### config.mk
export PLATFORM = sky130hd
export DESIGN_NAME = anita_hold_buffer_scheduler
export DESIGN_NICKNAME = d
export VERILOG_FILES = /design/src/rtl/anita_hold_buffer_scheduler.sv
export SDC_FILE = /design/constraint.sdc
export NUM_CORES = 1
export LEC_CHECK = 0
export BUFFER_PORTS_ARGS = -buffer_cell sky130_fd_sc_hd__buf_2
export CELL_PAD_IN_SITES_DETAIL_PLACEMENT = 1
export CELL_PAD_IN_SITES_GLOBAL_PLACEMENT = 1
export CORE_MARGIN = 4
export CORE_UTILIZATION = 46
export DETAILED_ROUTE_END_ITERATION = 8
export PLACE_DENSITY = 0.91
export SLEW_MARGIN = 20
export SYNTH_ARGS = -nofsm -noshare
export SYNTH_HDL_FRONTEND = slang
export SYNTH_SLANG_ARGS = --single-unit
### constraint.sdc
create_clock -name clk250_i -period 5.65 [get_ports clk250_i]
set_clock_uncertainty 0.05 [all_clocks]
set_input_delay 1.4125 -clock clk250_i [delete_from_list [all_inputs] [get_ports clk250_i]]
set_output_delay 1.4125 -clock clk250_i [all_outputs]
set_load 0.005 [all_outputs]
### src/rtl/anita_hold_buffer_scheduler.sv
// anita_hold_buffer_scheduler
//
// Purpose:
//   Schedules the SURF hold buffers in the TURF trigger path. A one-cycle
//   trigger from any source (RF, PPS1, PPS2, soft) claims the next free hold
//   buffer in round-robin order. The block raises that buffer's HOLD line,
//   waits a settle time and then issues a one-cycle digitize command. After
//   the command it enforces a holdoff before the next trigger is taken.
//   The readout side releases buffers with clear pulses. Deadtime and
//   dropped-trigger counts are reported.
//
// Ports:
//   clk250_i          in   system trigger clock (only clock)
//   rst_n_i           in   asynchronous active-low reset
//   trig_i[3:0]       in   trigger pulses: [0] RF, [1] PPS1, [2] PPS2, [3] soft
//   clear_i           in   one-cycle release of buffer clear_buffer_i
//   clear_buffer_i    in   index of the buffer to release
//   HOLD_o            out  per-buffer hold lines (registered)
//   digitize_o        out  one-cycle digitize command
//   digitize_buffer_o out  buffer being digitized, held until next digitize
//   digitize_source_o out  trigger sources captured at acceptance
//   buffer_status_o   out  buffer occupancy (same as HOLD_o)
//   dead_o            out  a trigger cannot be accepted this cycle
//   dropped_o         out  saturating count of cycles with triggers while dead
//   clear_err_o       out  sticky flag: a clear targeted a buffer not held

module anita_hold_buffer_scheduler #(
  parameter int NUM_BUF     = 4,
  parameter int HOLD_SETTLE = 8,
  parameter int HOLDOFF     = 16
) (
  input  logic               clk250_i,
  input  logic               rst_n_i,
  input  logic [3:0]         trig_i,
  input  logic               clear_i,
  input  logic [1:0]         clear_buffer_i,
  output logic [NUM_BUF-1:0] HOLD_o,
  output logic               digitize_o,
  output logic [1:0]         digitize_buffer_o,
  output logic [3:0]         digitize_source_o,
  output logic [NUM_BUF-1:0] buffer_status_o,
  output logic               dead_o,
  output logic [15:0]        dropped_o,
  output logic               clear_err_o
);

  typedef enum logic [1:0] {
    ST_IDLE,
    ST_SETTLE,
    ST_DIGI,
    ST_HOLDOFF
  } state_t;

  state_t               state, state_next;
  logic [7:0]           cnt, cnt_next;
  logic [1:0]           last_buf;
  logic [NUM_BUF-1:0]   hold, hold_next;
  logic [1:0]           dig_buf;
  logic [3:0]           dig_src;
  logic [15:0]          dropped;
  logic                 clear_err;

  logic                 accept;
  logic                 alloc_found;
  logic [1:0]           alloc_idx;
  logic [1:0]           cand;
  logic                 clear_valid;
  logic                 dead;

  // Deadtime comes only from registered state, so it is glitch-free relative
  // to the clock and is low out of reset.
  assign dead = (state != ST_IDLE) || (&hold);

  // Round-robin search for the first free buffer starting after the last one
  // allocated. The search uses the hold mask before any same-cycle clear, so
  // a buffer released this cycle only becomes allocatable on the next one.
  always_comb begin
    alloc_found = 1'b0;
    alloc_idx   = '0;
    cand        = '0;
    for (int i = 0; i < NUM_BUF; i++) begin
      cand = 2'((int'(last_buf) + 1 + i) % NUM_BUF);
      if (!alloc_found && !hold[cand]) begin
        alloc_found = 1'b1;
        alloc_idx   = cand;
      end
    end
  end

  // A clear only acts on a buffer that exists and is currently held;
  // anything else is reported through the sticky error flag instead.
  assign clear_valid = clear_i && (int'(clear_buffer_i) < NUM_BUF) && hold[clear_buffer_i];

  // Sequence controller: accept in IDLE, count down the settle time, pulse
  // digitize for one cycle, then count down the holdoff before re-arming.
  always_comb begin
    state_next = state;
    cnt_next   = cnt;
    accept     = 1'b0;
    case (state)
      ST_IDLE: begin
        if ((trig_i != 4'd0) && alloc_found) begin
          accept     = 1'b1;
          cnt_next   = 8'(HOLD_SETTLE - 1);
          state_next = ST_SETTLE;
        end
      end
      ST_SETTLE: begin
        if (cnt == 8'd0) begin
          state_next = ST_DIGI;
        end else begin
          cnt_next = cnt - 8'd1;
        end
      end
      ST_DIGI: begin
        if (HOLDOFF == 0) begin
          state_next = ST_IDLE;
        end else begin
          cnt_next   = 8'(HOLDOFF - 1);
          state_next = ST_HOLDOFF;
        end
      end
      ST_HOLDOFF: begin
        if (cnt == 8'd0) begin
          state_next = ST_IDLE;
        end else begin
          cnt_next = cnt - 8'd1;
        end
      end
      default: begin
        state_next = ST_IDLE;
      end
    endcase
  end

  // Hold mask update: a release and an allocation can land together and
  // never collide, since the allocated buffer was free beforehand.
  always_comb begin
    hold_next = hold;
    if (clear_valid) begin
      hold_next[clear_buffer_i] = 1'b0;
    end
    if (accept) begin
      hold_next[alloc_idx] = 1'b1;
    end
  end

  // State register.
  always_ff @(posedge clk250_i or negedge rst_n_i) begin
    if (!rst_n_i) begin
      state <= ST_IDLE;
      cnt   <= '0;
    end else begin
      state <= state_next;
      cnt   <= cnt_next;
    end
  end

  // Buffer bookkeeping, captured trigger info and error/drop accounting.
  // last_buf resets to the top index so the first allocation lands on 0.
  always_ff @(posedge clk250_i or negedge rst_n_i) begin
    if (!rst_n_i) begin
      hold      <= '0;
      last_buf  <= 2'(NUM_BUF - 1);
      dig_buf   <= '0;
      dig_src   <= '0;
      dropped   <= '0;
      clear_err <= 1'b0;
    end else begin
      hold <= hold_next;
      if (accept) begin
        last_buf <= alloc_idx;
        dig_buf  <= alloc_idx;
        dig_src  <= trig_i;
      end
      if ((trig_i != 4'd0) && dead && (dropped != 16'hFFFF)) begin
        dropped <= dropped + 16'd1;
      end
      if (clear_i && !clear_valid) begin
        clear_err <= 1'b1;
      end
    end
  end

  assign HOLD_o            = hold;
  assign buffer_status_o   = hold;
  assign digitize_o        = (state == ST_DIGI);
  assign digitize_buffer_o = dig_buf;
  assign digitize_source_o = dig_src;
  assign dead_o            = dead;
  assign dropped_o         = dropped;
  assign clear_err_o       = clear_err;

endmodule

# == After elaboration in Yosys (flattened, before gate mapping) ==
# Cells that the tools add are included.
# totals
wordCells,91
input_bits,9
reg_bits,39
# classes
order_cmp,8
bitwise_logic,3
mux,33
n_eq_ne,8
n_addsub,6
reduce_logical,25
# op_table
cell,count
8-bit one-hot mux with 3 select lines,1
"2-bit by 3-bit < comparator with 1-bit output, second input constant",6
"16-bit by 1-bit adder with 16-bit output, second input constant",1
8-bit 2-to-1 mux,2
"16-bit inequality test, second input constant",1
2-bit 2-to-1 mux,7
1-bit 2-to-1 mux,13
1-bit binary-select mux with 2-bit select,5
1-bit logical AND,10
8-bit zero test,1
4-bit 2-to-1 mux,2
"2-bit inequality test, second input constant",4
2-bit one-hot mux with 4 select lines,1
"8-bit by 1-bit subtractor with 8-bit output, second input constant",1
"2-bit adder, second input constant",3
1-bit zero test,6
4-bit bitwise AND,1
1-bit demux with 2-bit select,2
"2-bit == test, second input constant",2
"2-bit by 1-bit greater-or-equal comparator with 1-bit output, second input constant",2
4-bit inverter,1
4-bit OR,1
4-bit AND reduction,1
4-bit nonzero test,1
8 further kinds,8

# == Longest topological paths before layout ==
# Gate-level depths: netlist of run 1.
# depth
ltp_word,19
depth_mapped,8
depth_no_buf,6

# == Least setup slack after synthesis of run 1 ==
# Ideal clock, no wire load.
# synth_path
path_kind,in2reg
start,in trig_i[1]
end,reg cnt[0]
t_arrival_ps,2699
stages,4
setup_slack_ps,2776
n_path_buf,0
path_cell_list,or4_1 a21oi_4 or2_4 mux2_4
# synth_via
elab_chain_len,4
# synth_rtl
item,line,source
from (decl),34,"input logic [3:0] trig_i,"
4-bit nonzero test,102,if ((trig_i != 4'd0) && alloc_found) begin
1-bit logical AND,102,
2-bit inequality test (no line),-,
2-bit AND reduction (no line),-,
to (signal assigned),155,cnt <= cnt_next;
to (decl),55,"logic [7:0] cnt, cnt_next;"
# No other way between the ends.
# A chain may end at the register's enable or synchronous reset.

# == Final worst setup path of run 1 ==
# layout_path
start,reg state[0]
end,out dead_o
# layout_via
elab_chain_len,2
# layout_rtl
item,line,source
from (decl),54,"state_t state, state_next;"
from (signal assigned),154,state <= state_next;
2-bit nonzero test,72,assign dead = (state != ST_IDLE) || (&hold);
1-bit logical OR,72,
to (decl),42,"output logic dead_o,"
# No other way between the ends.

==> impl_metrics.toml, run 1 <==
[run_status]
status = "complete, no violations"

[detailed_routing]
drt_first_pass_iters = 4
drt-met1-wl_um = 2400
dr_wl_met2_um = 2740
drtIter0Drc = 100
antenna_left = 0
drc_errors = 0
wl_per_cell_um = 18.0
dr_total_vias = 1775
drt-vias-per-instance = 5.94
wl_met3_um = 173
top_layer_used = "met4"
wirelength_um = 5390

[critical_path]
worstPathCellList = "inv_1, ha_1, nand2_1, buf_2"
critPathArrivalTime_ns = 1.71
cp.required_ns = 4.19
critPathMaxStageDelay_ns = 0.50
critPathSlowestCell = "dfrtp_1"
path_class = "reg2out"
rr_startpoint = "state[0]$_DFFE_PN0P_"
r2r_cells = 6
critPathMaxFanout = 11
reg2reg_slack_ns = 3.36
end_kind = "primary output"
setup.worst_path.start_class = "register"
r2r_end = "dropped_o[13]$_DFFE_PN0P_"

[logic_synthesis]
yosysSeqAreaShare_pct = 44.3
ys_warn_count = 0
async_flop_share_pct = 100
ys_types = 54
syn_nets = 223
synth_cells = 207
synth_seq_cells = 39
syn_area_um2 = 2210
syn_avg_cell_area_um2 = 10.7
synth-edff-count = 0
synthFlopType = "dfrtp_1"

[timing]
setup_tns_ns = 0
slew_headroom_pct = 41.4
timing.final.crit_share_pct = 56.1
rsz0062_at_grt = "no"
min_period_ns = 3.17
max_freq_mhz = 316
worst_pin_slew_ns = 0.879
setup_viol = 0
slew_viol_final = 0
hold_viol = 0
holdWs_ns = 0.430
worst_slack_ns = 2.48

[power_and_ir_drop]
ir_drop_uv = 172
p_int_mw = 0.732
switchingPower_mw = 0.523
power.total_mw = 1.25
swShare_pct = 41.7
seqPwrFrac_pct = 41.5
power_density_nw_per_um2 = 501
combPwrFrac_pct = 44.1
leakagePower_nw = 1.17
clkPwrFrac_pct = 14.4

[final_layout]
utilization_pct = 55.6
multiInputGateArea_um2 = 1130
synthToLayoutAreaGrowth_pct = 13.4
layout.nets = 262
n_antenna_cell = 0
finalInstanceArea_um2 = 2510
seqCellArea_um2 = 978
stdcell_count = 299
fillers = 533
drive_above_1_share_pct = 28.3

[worst_hold_path]
hold_start = "digitize_buffer_o[1]$_DFFE_PN0N_"
holdCritPathClass = "reg2reg"
whs_path_depth = 2
whs_endpoint = "digitize_buffer_o[1]$_DFFE_PN0N_"

[floorplanning]
ios = 42
dieArea_um2 = 5980
core_area_um2 = 4500
num_rows = 24
die_w_um = 77.3
die_y_um = 77.3
start_util_pct = 49.1

[cts]
ctsHoldBuffers = 0
max-clock-path-buffers = 2
cts_setup_buffers = 0
cts_made_buffers = 5
cts_tree = "built"
clk_latency_ns = 0.29
post_cts_resized = 0
numClockSinks = 39
path_clk_slew_ns = 0.08
cts_root_buf = "clkbuf_8"
htree_num_levels = 2

[global_route]
first_global_vias = 1939
grt_overflow = 0
grt_max_degree = 40
grt_antenna_before_repair = 0
grtUsageTotal_pct = 19.4
grt_pass1_wl_um = 9250

[placed_design]
port_buffers = 41
pre_cts_slack_ns = 2.52
routabilityCongestion = 0.801
dp_hpwl_um = 3980
place_inst = 291
place_area_um2 = 2420

[run]
maxCapViolations = 0
worst max-delay path by stage:
| stage | startpoint | end | slack (ns) | cells after the start |
|---|---|---|---|---|
| global placement | trig_i[1] | cnt[0]$_DFFE_PN0P_ | 2.58 | 5 |
| floorplan | trig_i[1] | cnt[0]$_DFFE_PN0P_ | 2.78 | 4 |
| detailed placement | trig_i[1] | cnt[0]$_DFFE_PN0P_ | 2.52 | 5 |
| global route | state[0]$_DFFE_PN0P_ | dead_o | 2.29 | 4 |
| CTS | state[0]$_DFFE_PN0P_ | dead_o | 2.47 | 4 |
| finish | state[0]$_DFFE_PN0P_ | dead_o | 2.48 | 4 |
power by group through the flow:
stage          Clock [mW]  Sequential (mW)  Combinational, mW
3_5_place_dp            0            0.524              0.555
2_1_floorplan           0            0.481              0.410
4_1_cts             0.186            0.520              0.562
5_1_grt             0.201            0.543              0.622
3_3_place_gp            0            0.517              0.521
6_report            0.181            0.521              0.553
cell families after synthesis:
| logic type | after synthesis | share of synthesized area [%] |
|---|---|---|
| and+or+nand+nor | 67 | 19.0 |
| AOI/OAI and AO/OA | 47 | 15.8 |
| DFF | 39 | 44.3 |
| buffers and inverters | 21 | 4.53 |
| xor gates and xnor gates | 13 | 5.15 |
| muxes | 13 | 7.25 |
| adders and majority gates | 7 | 3.96 |
worst max-delay path, delay by kind of cell (launching register included):
kind	cells	cell delay (ns)
fa+ha+maj	1	0.43
buf+inv	2	0.33
flops	1	0.50
simple gates	1	0.16
layout make-up:
cell class              count  share of cell area [%]
repair buffers             41                    8.19
multi-input cells         147                    45.1
flip-flops and latches     39                    39.0
clock inverters             1                   0.200
inverters                  12                    1.80
clock buffers               7                    3.05
well taps                  52                    2.60
cells in the final DEF, fill, tap and decap left out, types with 2 or more instances in the layout:
| master | n |
|---|---|
| a2111oi_0 | 2 |
| a211o_1 | 2 |
| a211oi_1 | 2 |
| a21oi_1 | 10 |
| a32o_1 | 2 |
| and2_1 | 2 |
| and3_1 | 2 |
| and4_1 | 3 |
| buf_2 | 41 |
| clkbuf_1 | 2 |
| clkbuf_8 | 5 |
| dfrtp_1 | 37 |
| dfstp_2 | 2 |
| ha_1 | 7 |
| inv_1 | 12 |
| mux2_2 | 9 |
| nand2_1 | 11 |
| nand3_1 | 9 |
| nand4_1 | 8 |
| nor2_1 | 11 |
| nor2b_1 | 2 |
| nor3_1 | 3 |
| nor3b_1 | 2 |
| nor4_1 | 3 |
| o211ai_1 | 4 |
| o21ai_0 | 5 |
| o21bai_1 | 2 |
| o31ai_1 | 7 |
| o32a_1 | 2 |
| or4_1 | 2 |
| xnor2_1 | 10 |
| xor2_1 | 3 |
metal layers:
metal | vias up | track usage (%)
li1 | 849 | -
met1 | 880 | 23.6
met2 | 39 | 34.2
met3 | 7 | 3.40
met4 | 0 | 7.12
met5 | - | 0
flip-flops by register name, summed over array words and instances (netlist names):
| name | count |
|---|---|
| clear_err_o | 1 |
| dropped_o | 16 |
| digitize_buffer_o | 2 |
| state | 2 |
| digitize_source_o | 4 |
| cnt | 8 |
| HOLD_o | 4 |
| last_buf | 2 |
synthesized netlist by cell type (2+ instances only):
library cell  instances  share of area (%)
dfstp_2               2                2.4
nand3_1               9                2.0
ha_1                  7                4.0
mux2_2                9                4.6
a2111oi_0             2               0.79
and3_1                2               0.57
a211oi_1              2               0.68
nor4_1                3               0.85
buf_2                 2               0.45
o21ai_0               5                1.1
inv_1                12                2.0
nor2_1               11                1.9
nor2b_1               2               0.57
and2_1                2               0.57
dfrtp_1              37                 42
o32a_1                2               0.91
a21oi_1              10                2.3
clkbuf_1              2               0.34
o31ai_1               7                2.4
nor3b_1               2               0.68
a211o_1               2               0.79
xnor2_1              10                4.0
nand4_1               8                2.3
nor3_1                3               0.68
or4_1                 2               0.68
o211ai_1              4                1.4
nand2_1              11                1.9
buf_4                 5                1.7
a32o_1                2               0.91
xor2_1                3                1.2
and4_1                3                1.2
o21bai_1              2               0.68
No activity file was read; power rests on OpenSTA's default activity.
==> inputs of run 2 (changes only) <==
- ABC_AREA: default -> 1
- CORE_UTILIZATION: 46 -> 41
- PLACE_DENSITY: 0.91 -> 0.87
- clock period: 5.65 -> 3.1 ns (I/O delays scaled with it)
==> run 2 against run 1 <==
  * Power rose by 110%
  * Routed wire length rose by 9.5%
  * Clock power increased by 110%
  * Register-to-register slack got worse by 2.2 ns
  * Highest routed layer unchanged
  * First-iteration DRC count is 31% lower
  * Combinational power grew to 2.5 times the previous value
  * Critical path depth stayed put
  * Synthesized cell count up 51%
==> impl_metrics.toml, run 2 <==
[timing]
timing.final.crit_share_pct = 73.5
setup_viol = 0
worst_pin_slew_ns = 0.865
rsz0062_at_grt = "no"
holdWs_ns = 0.438
setup_tns_ns = 0
hold_viol = 0
slew_viol_final = 0
slew_headroom_pct = 42.3
max_freq_mhz = 439
min_period_ns = 2.28

[logic_synthesis]
synthFlopType = "dfrtp_1"
ys_warn_count = 0
yosysTopAreaCell = "dfrtp_1"
syn_avg_cell_area_um2 = 7.65
synth_commonest_cells = "89 x nand2_1, 37 x dfrtp_1, 29 x inv_1, 29 x nor2_1"
synth-edff-count = 0
yosysMostFrequentCell = "nand2_1"
synth_cells = 313
yosysSeqAreaShare_pct = 40.9
synth_seq_cells = 39
synth.area.top_cells = "dfrtp_1 39%, nand2_1 14%, inv_1 4.5%"
synth.top_cell.area_share_pct = 38.7
syn_area_um2 = 2390
syn_nets = 329
ys_types = 32
async_flop_share_pct = 100

[cts]
cts_root_buf = "clkbuf_8"
max-clock-path-buffers = 2
clk_latency_ns = 0.29
cts_setup_buffers = 0
cts_made_buffers = 5
htree_num_levels = 2
ctsHoldBuffers = 0
post_cts_resized = 0
path_clk_slew_ns = 0.07
cts_tree = "built"
numClockSinks = 39

[floorplanning]
num_rows = 27
start_util_pct = 42.9
ios = 42
core_area_um2 = 5570
dieArea_um2 = 7120
die_y_um = 84.4
die_w_um = 84.4

[final_layout]
drive_above_1_share_pct = 21.1
finalInstanceArea_um2 = 2730
layout_commonest_cell = "nand2_1"
layout_common_cells = "89 x nand2_1, 41 x buf_2, 37 x dfrtp_1, 29 x inv_1, 29 x nor2_1"
synthToLayoutAreaGrowth_pct = 13.9
n_antenna_cell = 0
layout.nets = 370
fillers = 744
largest_register_ffs = 16

[global_route]
grt_antenna_before_repair = 0
grt_pass1_wl_um = 10200
grt_overflow = 0
first_global_vias = 2181
grt_max_degree = 40
grtUsageTotal_pct = 17.3

[detailed_routing]
drt-vias-per-instance = 5.02
dr_wl_met2_um = 3040
antenna_left = 0
top_layer_used = "met4"
wl_per_cell_um = 13.8
wl_met3_um = 146
drtIter0Drc = 69
drt_first_pass_iters = 4
wirelength_um = 5900
drc_errors = 0
drt-met1-wl_um = 2650
dr_total_vias = 2144

[worst_hold_path]
holdCritPathClass = "reg2reg"

[critical_path]
cp.required_ns = 2.27
critPathMaxFanout = 6
path_class = "reg2out"
end_kind = "primary output"
critPathArrivalTime_ns = 1.45
setup.worst_path.start_class = "register"

[run]
maxCapViolations = 0

[run_status]
status = "complete, no violations"

[placed_design]
routabilityCongestion = 0.780
port_buffers = 41
place_area_um2 = 2630
dp_hpwl_um = 4700

[power_and_ir_drop]
ir_drop_uv = 489
leakagePower_nw = 1.40
power_density_nw_per_um2 = 983
## run 2: layer usage
metal / up-vias / GRT usage [%]
met5: - / 0
met4: 0 / 3.88
met3: 5 / 3.83
met2: 20 / 30.6
met1: 1050 / 21.6
li1: 1069 / -
## run 2: critical path: stages, from the launching register on
cell and delay [ns]:
dfrtp_1 0.44, inv_1 0.18, ha_1 0.28, nand2_1 0.12
buf_2 0.14
## run 2: final cells by class
cell class / instances / area [µm²] / area share, %
inverter: 34 / 128 / 4.68
clock buffer: 8 / 100 / 3.67
sequential: 39 / 978 / 35.9
multi-input combinational: 233 / 1220 / 44.9
timing repair buffer: 41 / 205 / 7.53
tap: 72 / 90.1 / 3.31
## run 2: path summary, 6_finish.rpt
check,to,start,slack (ns),depth (start not counted)
setup / recovery,dead_o,state[0]$_DFFE_PN0P_,0.82,4
hold / removal,clear_err_o$_DFFE_PN0P_,clear_err_o$_DFFE_PN0P_,0.44,1
setup reg to reg,digitize_source_o[0]$_DFFE_PN0N_,state[0]$_DFFE_PN0P_,1.14,6
hold reg to reg,clear_err_o$_DFFE_PN0P_,clear_err_o$_DFFE_PN0P_,0.44,1
max in group asynchronous,dropped_o[3]$_DFFE_PN0P_,rst_n_i,1.91,1
min in group asynchronous,dropped_o[15]$_DFFE_PN0P_,rst_n_i,0.54,1
## run 2: cell families after synthesis
kind of cell | after synthesis | share of synthesized area, %
AOI/OAI and AO/OA | 32 | 7.21
xor gates and xnor gates | 20 | 7.32
adders and majority gates | 7 | 3.66
buffers and inverters | 41 | 8.00
DFF | 39 | 40.9
and+or+nand+nor | 174 | 32.9
## run 2: power breakdown
| part | switching [mW] | internal (mW) |
|---|---|---|
| combinational | 0.901 | 0.501 |
| sequential | 0.203 | 0.697 |
| clock | 0.174 | 0.203 |
## run 2: per-stage QoR
stage               instances  power [mW]  util (%)  setup slack [ns]
floorplan                 313        1.92         -              1.33
global placement          419        2.25      47.1              1.07
detailed placement        419        2.32      47.1              1.00
CTS                       427        2.71      48.9             0.771
global route              427        2.95      48.9             0.697
finish                    427        2.68      48.9             0.820
==> inputs of run 3 (changes only) <==
- clock period: 3.1 -> 2.2 ns (I/O delays scaled with it)
==> run 3 against run 2 <==
  * Final area down 0.14%
  * Sequential share of layout area about the same
  * Die area unchanged
  * Global-route usage up 1.1 points
  * Clock power up 33%
  * Critical path depth unchanged
  * Combinational power up 43%
  * Register-to-register slack worse by 0.83 ns
  * Critical path type unchanged
  * Clock-buffer cell count down 3
==> impl_metrics.toml, run 3 (synthesis results as in run 2) <==
[timing]
timing.final.crit_share_pct = 91.3
max_freq_mhz = 498
worst_pin_slew_ns = 0.494
min_period_ns = 2.01
holdWs_ns = 0.242
rsz0062_at_grt = "no"
worst_slack_ns = 0.192
hold_viol = 0
slew_headroom_pct = 66.7
setup_viol = 0
slew_viol_final = 0
setup_tns_ns = 0

[worst_hold_path]
holdCritPathClass = "in2async"

[floorplanning]
die_y_um = 84.4
die_w_um = 84.4
core_area_um2 = 5570
start_util_pct = 42.9
ios = 42
dieArea_um2 = 7120
num_rows = 27

[critical_path]
critPathArrivalTime_ns = 1.41
setup.worst_path.start_class = "register"
critPathMaxFanout = 6
path_class = "reg2out"
crit_path_start = "state[0]$_DFFE_PN0P_"
cp.required_ns = 1.60
rr_startpoint = "dropped_o[0]$_DFFE_PN0P_"
end_kind = "primary output"

[run_status]
status = "complete, no violations"

[cts]
cts_made_buffers = 5
numClockSinks = 39
post_cts_resized = 0
cts_root_buf = "clkbuf_8"
clk_latency_ns = 0.30
cts_tree = "built"
htree_num_levels = 2
cts_setup_buffers = 0
path_clk_slew_ns = 0.09
max-clock-path-buffers = 2
ctsHoldBuffers = 0

[global_route]
grt_pass1_wl_um = 10700
grtUsageTotal_pct = 18.4
grt_overflow = 0
grt_antenna_before_repair = 0
grt_max_degree = 40
first_global_vias = 2214

[placed_design]
routabilityCongestion = 0.883
pre_cts_slack_ns = 0.285
port_buffers = 41
dp_hpwl_um = 4770

[final_layout]
n_antenna_cell = 0
layout_commonest_cell = "nand2_1"
drive_above_1_share_pct = 21.6
layout_common_cells = "89 x nand2_1, 41 x buf_2, 37 x dfrtp_1, 29 x inv_1, 29 x nor2_1"
largest_register_ffs = 16
synthToLayoutAreaGrowth_pct = 13.7
layout.nets = 371
fillers = 738

[detailed_routing]
wirelength_um = 6300
drt_first_pass_iters = 4
drt-vias-per-instance = 5.07
antenna_left = 0
wl_per_cell_um = 14.7
drc_errors = 0
dr_total_vias = 2171
drtIter0Drc = 135

[power_and_ir_drop]
power_density_nw_per_um2 = 1380
ir_drop_uv = 587
power.total_mw = 3.76
leakagePower_nw = 1.39

[run]
maxCapViolations = 0
[run 3: through the flow]
step                      area [µm²]  instances  util [%]
final                           2720        428      48.8
after global routing            2720        428      48.8
after CTS                       2720        428      48.8
after detailed placement        2630        420      47.2
after global placement          2630        420      47.2
after floorplan                 2390        313         -
[run 3: worst paths after layout]
kind	to	slack, ns	cells after the start
max	dead_o	0.19	4
min	dropped_o[13]$_DFFE_PN0P_	0.24	2
max reg2reg	dropped_o[11]$_DFFE_PN0P_	0.31	9
min reg2reg	digitize_source_o[3]$_DFFE_PN0N_	0.43	2
max in group asynchronous	last_buf[1]$_DFFE_PN1N_	1.49	2
min in group clk250_i	digitize_source_o[3]$_DFFE_PN0N_	0.43	2
[run 3: worst max-delay path: stages (launching register included)]
cell and delay (ns):
dfrtp_1 0.43, inv_1 0.17, ha_1 0.27, nand2_1 0.09, buf_2 0.14
[run 3: layout make-up]
type	instances	area (µm²)	area share (%)
clock buffer	5	68.8	2.53
clock inverter	3	20.0	0.736
inverter	34	128	4.69
multi-input combinational	233	1220	45.0
sequential	39	978	36.0
tap	72	90.1	3.31
timing repair buffer	42	213	7.82
[run 3: layer usage]
layer	wire, µm	track usage, %	vias to the layer above	part of all wire (%)
li1	-	-	1079	-
met1	2860	23.3	1057	45
met2	3170	32.1	28	50
met3	185	3.73	7	2.9
met4	78	4.75	0	1.2
met5	0	0	-	0
[run 3: where the power goes]
part	switching [mW]	internal [mW]
clock network	0.281	0.221
logic	1.29	0.707
registers	0.285	0.981
